## config.mk

```make
export PLATFORM = sky130hd
export DESIGN_NAME = hist_bin_streamer
export DESIGN_NICKNAME = d
export VERILOG_FILES = /design/src/rtl/hist_bin_streamer.sv
export SDC_FILE = /design/constraint.sdc
export NUM_CORES = 1
export LEC_CHECK = 0
export CAP_MARGIN = 40
export CORE_AREA = 2 2 203 205
export DETAILED_ROUTE_END_ITERATION = 12
export DIE_AREA = 0 0 205 207
export GPL_ROUTABILITY_DRIVEN = 0
export GPL_TIMING_DRIVEN = 0
export PLACE_DENSITY_LB_ADDON = 0.08
export SYNTH_ARGS = -nofsm -noshare
export SYNTH_HDL_FRONTEND = slang
export SYNTH_SLANG_ARGS = --single-unit
```

## constraint.sdc

```tcl
create_clock -name clk -period 5.15 [get_ports clk]
set_input_delay 1.03 -clock clk [delete_from_list [all_inputs] [get_ports clk]]
set_output_delay 1.03 -clock clk [all_outputs]
set_load 0.01 [all_outputs]
```

## src/rtl/hist_bin_streamer.sv

```systemverilog
// Histogram bin streamer: captures a packed per-cell orientation histogram and
// streams its bins one per cycle over valid/ready, with a one-deep shadow buffer
// so consecutive cells stream back to back. Also reports the L1 sum of each
// fully streamed histogram.
//
// state  | meaning
// -------+------------------------------------------------------------
// IDLE   | no histogram active, bin_valid low, waiting for a load
// STREAM | active buffer presented bin by bin; shadow may hold the next

module hist_bin_streamer #(
    parameter int NUM_BINS = 9,
    parameter int BIN_W    = 14,
    parameter int IDX_W    = 4,
    parameter int SUM_W    = 18
) (
    input  logic                      clk,
    input  logic                      rst_n,
    input  logic [NUM_BINS*BIN_W-1:0] hist_in,
    input  logic                      hist_load,
    output logic                      load_ready,
    output logic                      load_drop,
    output logic [BIN_W-1:0]          bin_data,
    output logic [IDX_W-1:0]          bin_idx,
    output logic                      bin_valid,
    input  logic                      bin_ready,
    output logic                      bin_last,
    output logic [SUM_W-1:0]          sum_out,
    output logic                      sum_valid
);

    localparam int                HIST_W   = NUM_BINS * BIN_W;
    localparam logic [IDX_W-1:0]  LAST_IDX = IDX_W'(NUM_BINS - 1);

    typedef enum logic {
        IDLE   = 1'b0,
        STREAM = 1'b1
    } state_t;

    state_t             state;
    state_t             state_nxt;
    logic [HIST_W-1:0]  active_buf;
    logic [HIST_W-1:0]  shadow_buf;
    logic               shadow_full;
    logic [IDX_W-1:0]   idx;
    logic [SUM_W-1:0]   acc;
    logic [SUM_W-1:0]   bin_ext;

    logic               streaming;
    logic               xfer;
    logic               last_xfer;
    logic               load_acc;
    logic               take_load_active;
    logic               take_load_shadow;
    logic               promote_shadow;
    logic               advance_idx;

    // Handshake qualifiers derived straight from registered state
    assign streaming  = (state == STREAM);
    assign load_ready = ~shadow_full;
    assign load_acc   = hist_load & load_ready;
    assign xfer       = streaming & bin_ready;
    assign last_xfer  = xfer & (idx == LAST_IDX);

    assign bin_valid  = streaming;
    assign bin_idx    = idx;
    assign bin_data   = active_buf[int'(idx) * BIN_W +: BIN_W];
    assign bin_last   = streaming & (idx == LAST_IDX);
    assign bin_ext    = {{(SUM_W - BIN_W){1'b0}}, bin_data};

    // State register
    always_ff @(posedge clk or negedge rst_n) begin
        if (!rst_n) begin
            state <= IDLE;
        end else begin
            state <= state_nxt;
        end
    end

    // Next-state and buffer-steering decisions
    always_comb begin
        state_nxt        = state;
        take_load_active = 1'b0;
        take_load_shadow = 1'b0;
        promote_shadow   = 1'b0;
        advance_idx      = 1'b0;
        case (state)
            IDLE: begin
                if (load_acc) begin
                    take_load_active = 1'b1;
                    state_nxt        = STREAM;
                end
            end
            STREAM: begin
                if (last_xfer) begin
                    // a full shadow wins; load_ready is low so a concurrent load drops
                    if (shadow_full) begin
                        promote_shadow = 1'b1;
                    end else if (hist_load) begin
                        take_load_active = 1'b1;
                    end else begin
                        state_nxt = IDLE;
                    end
                end else begin
                    advance_idx      = xfer;
                    take_load_shadow = load_acc;
                end
            end
            default: state_nxt = IDLE;
        endcase
    end

    // Active buffer and bin index
    always_ff @(posedge clk or negedge rst_n) begin
        if (!rst_n) begin
            active_buf <= '0;
            idx        <= '0;
        end else if (take_load_active) begin
            active_buf <= hist_in;
            idx        <= '0;
        end else if (promote_shadow) begin
            active_buf <= shadow_buf;
            idx        <= '0;
        end else if (advance_idx) begin
            idx <= idx + IDX_W'(1);
        end
    end

    // Shadow buffer holding the next histogram while the active one streams
    always_ff @(posedge clk or negedge rst_n) begin
        if (!rst_n) begin
            shadow_buf  <= '0;
            shadow_full <= 1'b0;
        end else if (take_load_shadow) begin
            shadow_buf  <= hist_in;
            shadow_full <= 1'b1;
        end else if (promote_shadow) begin
            shadow_full <= 1'b0;
        end
    end

    // L1 accumulator; restarts whenever a histogram completes or a new one lands
    always_ff @(posedge clk or negedge rst_n) begin
        if (!rst_n) begin
            acc <= '0;
        end else if (last_xfer || take_load_active) begin
            acc <= '0;
        end else if (xfer) begin
            acc <= acc + bin_ext;
        end
    end

    // Sum result and status pulses
    always_ff @(posedge clk or negedge rst_n) begin
        if (!rst_n) begin
            sum_out   <= '0;
            sum_valid <= 1'b0;
            load_drop <= 1'b0;
        end else begin
            sum_valid <= last_xfer;
            load_drop <= hist_load & ~load_ready;
            if (last_xfer) begin
                sum_out <= acc + bin_ext;
            end
        end
    end

endmodule

```

==> flow_summary.ini <==
[run_status]
status = complete, no violations

[global_routing]
grt_pass1_vias = 9991
grt-ovfl-total = 0
grt_pass1_wl_mm = 62.5
grt_use_total_pct = 19.4
grt_max_degree = 103
grt_antenna_before_repair = 0

[yosys]
ys_async_sr_fraction_pct = 100
synth_simple_gate_area_share_pct = 10.5
postSynthNetCount = 1299
avgSynthCellArea_um2 = 11.8
synth_compound_area_share_pct = 11.4
synthFlopType = dfrtp_1
synth_fa_ha_area_share_pct = 1.63
ys_seq_area_share_pct = 54.7
synth_top_family_by_area = multiplexers
yosysWarnings = 0
synth_edf_count = 0
synthMuxAreaShare_pct = 17.4
synth-seq-cells = 296
syn_inst = 1152
yosysUniqueCellTypes = 58
syn_area_um2 = 13500
synthXorXnorAreaFrac_pct = 1.04

[floorplan]
io_pins = 171
start_util_pct = 33.5
fp.dieH_um = 207
die_w_um = 205
dieArea_um2 = 42400
rows = 74
coreArea_um2 = 40400

[setup_path]
rr_startpoint = bin_idx[1]
criticalPathCategory = register to register
r2r_setup_slack_ns = 0.58
r2r-end = acc[16]
crit_path_start_kind = register
r2r_cells = 13
cp.required_ns = 5.54
worstPathArrival_ns = 4.96
critical_path.endpoint_type = register
worstPathMaxFanout = 10

[clocking]
path_clk_slew_ns = 0.06
clk_path_buf_depth = 3
cts_tree = yes
cts_root_buffer = clkbuf_16
cts_max_level = 2
cts_setup_buffers = 0
cts_sinks = 296
clk-insertion-delay-late_ns = 0.51
cts_hold_buf = 0
cts-resized-gates = 0
cts_made_buffers = 37

[final_layout]
final_cell_mix = 307 x nand2_1, 296 x dfrtp_1, 169 x clkdlybuf4s50_1
area_growth_pct = 26.2
regArea_um2 = 7410
utilization_pct = 42.3
nets = 1512
layout-drive-gt1-share_pct = 19.9
stdcell_count = 1915
fillerInstances = 3968
insertedDiodeCount = 0
layout_commonest_cell = nand2_1
multi_input_area_um2 = 5680
stdcell_area_um2 = 17100

[routing]
antenna_left = 0
vias = 9638
drtPass1Iterations = 4
drc = 0
viasPerCell = 5.03
drt-wirelength-per-cell_um = 20.9
totalWireLength_mm = 40.0
drt_iter0_drc = 591

[placed_design]
detailed_place.area_um2 = 16000
place_hpwl_mm = 29.6
place_inst = 1858
numPortBuffers = 170
dpl_worst_slack_ns = 0.553

[pwr]
p_per_area_nw_per_um2 = 287
p_leak_nw = 8.46
peakVddDrop_mv = 0.169

[timing]
tightest_slew_ns = 0.810
setup_violations = 0
setup_ws_ns = 0.580
post-route-min-period_ns = 4.57
hold_viol_final = 0
skew_ns = 0.0142
period_share_pct = 88.7
rsz0062_at_grt = no
max_freq_mhz = 219
drv_slew = 0
relSlewSlack_pct = 46.0

[run]
max_cap_viol_count = 0

[worst_hold_path]
min_path_type = input port to asynchronous set/reset pin
## flip-flops by register name, summed over array words and instances, names as in the netlist
register     flops
shadow_buf     126
acc             18
sum_valid        1
bin_idx          4
active_buf     126
sum_out         18
bin_valid        1
shadow_full      1
load_drop        1
## cell usage after synthesis (all sizes together), types with 2 or more instances
cell	number	area share [%]
o31ai	3	0.31
or2	2	0.092
nor3	5	0.18
mux2	129	12
nor2b	3	0.14
nand4	2	0.092
and2	5	0.23
a21o	6	0.33
clkbuf	17	0.47
o31a	2	0.13
ha	16	1.5
nand2	307	8.5
and3	3	0.14
a22o	9	0.58
a21oi	14	0.60
xor2	5	0.32
inv	9	0.25
xnor2	11	0.71
a31oi	4	0.18
o211ai	2	0.11
mux4	28	4.7
o21ai	31	1.1
mux2i	16	1.2
nand3	6	0.31
buf	58	2.6
nand2b	2	0.092
nor2	13	0.43
dfrtp	296	55
a22oi	128	7.1
a21boi	2	0.11
o21a	4	0.22
## per-stage QoR
stage                     setup TNS [ns]  total power, mW  hold slack (ns)
after CTS                              0             4.97            0.370
after floorplan                        0             2.37            0.441
final                                  0             4.89            0.380
after detailed placement               0             2.55            0.458
after global routing                   0             5.08            0.382
after global placement          -3164.67             2.55            0.452
## power breakdown
part	internal (mW)	total, mW	switching (mW)
registers	2.33	2.33	0.0000795
logic	0.0954	0.179	0.0833
clock network	1.43	2.39	0.962
total	3.85	4.89	1.05
## area by class of cell
class	instances	share of cell area, %
clock inverter	7	0.352
buffer	75	2.45
sequential	296	43.4
tap	532	3.90
clock buffer	50	6.00
multi-input combinational	772	33.2
inverter	9	0.198
timing repair buffer	174	10.5
## metal layers
layer | routed length (um) | GRT usage (%)
met5 | 0 | 0
met4 | 852 | 4.49
met3 | 1640 | 3.08
met1 | 19000 | 28.3
met2 | 18500 | 30.1
## kinds of logic after synthesis
group,Yosys count
adders and majority gates,17
buffers and inverters,84
DFF,296
muxes,173
AOI/OAI and AO/OA,214
xor gates and xnor gates,16
and+or+nand+nor,352
## worst max-delay path, cell delays in order, from the launching register on
cell	delay, ns
dfrtp_1	0.50
clkbuf_1	0.66
mux4_2	0.37
mux2i_1	0.09
o21ai_0	0.51
ha_1	0.31
inv_1	0.07
fa_1	0.39
nor2b_1	0.21
o31ai_2	0.11
a32oi_1	0.47
a41o_1	0.44
nor3b_1	0.21
o21ai_0	0.11
## worst max-delay path by stage
| stage | slack (ns) | start | endpoint | cells after the start |
|---|---|---|---|---|
| 2_1_floorplan | 1.34 | bin_idx[0] | acc[16] | 15 |
| 3_3_place_gp | -10.74 | rst_n | shadow_buf[89] | 1 |
| 3_5_place_dp | 0.55 | bin_idx[1] | acc[16] | 13 |
| 4_1_cts | 0.55 | bin_idx[1] | acc[16] | 13 |
| 5_1_grt | 0.20 | bin_idx[0] | acc[16] | 16 |
| 6_report | 0.58 | bin_idx[1] | acc[16] | 13 |
Note: power is estimated with default switching activity, not from simulation.
==> patch: new RTL, same flow settings <==
Compare `idx` against `LAST_IDX` with >= in place of ==.
--- a/src/rtl/hist_bin_streamer.sv
+++ b/src/rtl/hist_bin_streamer.sv
@@ -60,7 +60,7 @@
     assign load_ready = ~shadow_full;
     assign load_acc   = hist_load & load_ready;
     assign xfer       = streaming & bin_ready;
-    assign last_xfer  = xfer & (idx == LAST_IDX);
+    assign last_xfer  = xfer & (idx >= LAST_IDX);
 
     assign bin_valid  = streaming;
     assign bin_idx    = idx;
Formal check against the unedited RTL: same outputs for any inputs over 4 cycles, from zero or initial values and one cycle with rst_n low; that may be too few to reach the edited logic, so the function may still have changed.
==> patch against the unedited design <==
Synthesized area about the same. Worst setup slack better by 0.044 ns. Clock skew increased by 0.0016 ns. Global-route usage increased by 0.19 points. Critical endpoint is now bin_data[1]. Wire length increased by 2.3%. Design area is 0.59% higher. Sequential cell count unchanged.
Power is not compared: it rests on default switching activity, and its combinational part moved more than twofold at a synthesized area within 25%.
==> patch: results (changes against the unedited design) <==
NUMCTSBUFFERS=36  # -2.7%
CRITICAL-PATH-SLOWEST-CELL='clkdlybuf4s50_1'
SYN-INSTANCE-COUNT=1174  # +1.9%
SYNTH_TOP_CELLS_BY_AREA='dfrtp_1 (55%), mux2_2 (11%), nand2_1 (8.6%), a22oi_1 (7.0%), mux4_2 (4.7%)'
CP-ENDPOINT='bin_data[1]'
INITIAL_ANTENNA_VIOLATION_COUNT=1  # +1
FIRST_PASS_GRT_WIRE_LENGTH_MM=62.7  # +0.39%
SYNTHTOPCELLSBYCOUNT='nand2_1 (310), dfrtp_1 (296), mux2_2 (132)'
SYNTH_NETS=1321  # +1.7%
CRITPATHARRIVALTIME_NS=3.50  # -1.46 ns
FINALWIRELENGTH_MM=40.9  # +2.3%
SYNTH_COMPOUND_AREA_FRAC=0.124  # +0.0100
HOLDCRITPATHCLASS='reg2reg'
OVERALL_ROUTING_RESOURCE_USAGE=0.196  # +0.00190
PROPORTION_OF_LAYOUT_CELLS_WITH_A_DRIVE_SUFFIX_ABOVE_1=0.200  # +0.00102
POST-PLACE-WS_NS=0.702  # +0.150 ns
SYNTH-ADDER-AREA-SHARE=0.0163  # about the same
DRT-INITIAL-DRC-COUNT=549  # -7.1%
ROUTE.VIAS.TOTAL=9898  # +2.7%
NUMPLACEDINSTANCES=1879  # +1.1%
SYNTH-SEQ-AREA-SHARE=0.547  # about the same
LATEST_CLOCK_ARRIVAL_WITHIN_THE_WORST_SKEW_PAIR_NS=0.54  # +0.03 ns
POST_SYNTH_NUM_CELL_TYPES=59  # +1.7%
WORSTREG2REGEND='acc[11]'
CP_TOP_FAMILY='buffers and inverters'
FIN_NETS=1532  # +1.3%
MAXCLOCKFREQUENCY_GHz=0.221  # +0.96%
DP_HPWL_MM=30.0  # +1.3%
FINCLKSKEW_NS=0.0158  # +0.00165 ns
ROUTED_VIA_DENSITY=5.09  # +1.2%
SYNTH.AREA.MUX_SHARE=0.167  # -0.00633
OUTCOME='finished, final reports clean'
FIN_WORST_HOLD_SLACK_NS=0.471  # +0.0917 ns
WORSTREGTOREGCELLS=11  # -2
TIMING.SLEW.HEADROOM=0.476  # +0.0157
SETUP_SLACK_OF_THE_WORST_REGISTER_TO_REGISTER_PATH_NS=0.77  # +0.19 ns
NFILLCELLS=3928  # -1.0%
==> patch: changes by cell type after synthesis, sizes merged, moves of 4 or more <==
cell,unedited run,this run
nor2,13,6
o21ai,31,25
o211ai,2,6
nand4,2,9
or3,0,5
clkbuf,17,31
a2111oi,0,4
buf,58,53
==> patch: per-layer routing <==
metal,vias up,global-route usage,part of all wire
li1,4660,-,-
met1,4988,0.284,0.48
met2,203,0.307,0.47
met3,47,0.0288,0.039
met4,0,0.0471,0.017
met5,-,0,0
==> patch: power breakdown <==
part | switching, W | leakage, nW | internal [W]
combinational | 0.00266 | 3.52 | 0.00233
sequential | 0.000727 | 3.67 | 0.00351
clock | 0.00102 | 0.597 | 0.00156
total | 0.00441 | 7.79 | 0.00740
==> patch: cell type report <==
class | count | area share
Multi-Input combinational cell | 787 | 0.333
Inverter | 7 | 0.00153
Clock buffer | 57 | 0.0658
Timing Repair Buffer | 173 | 0.103
Tap cell | 532 | 0.0387
Sequential cell | 296 | 0.431
Buffer | 84 | 0.0223
Clock inverter | 7 | 0.00415
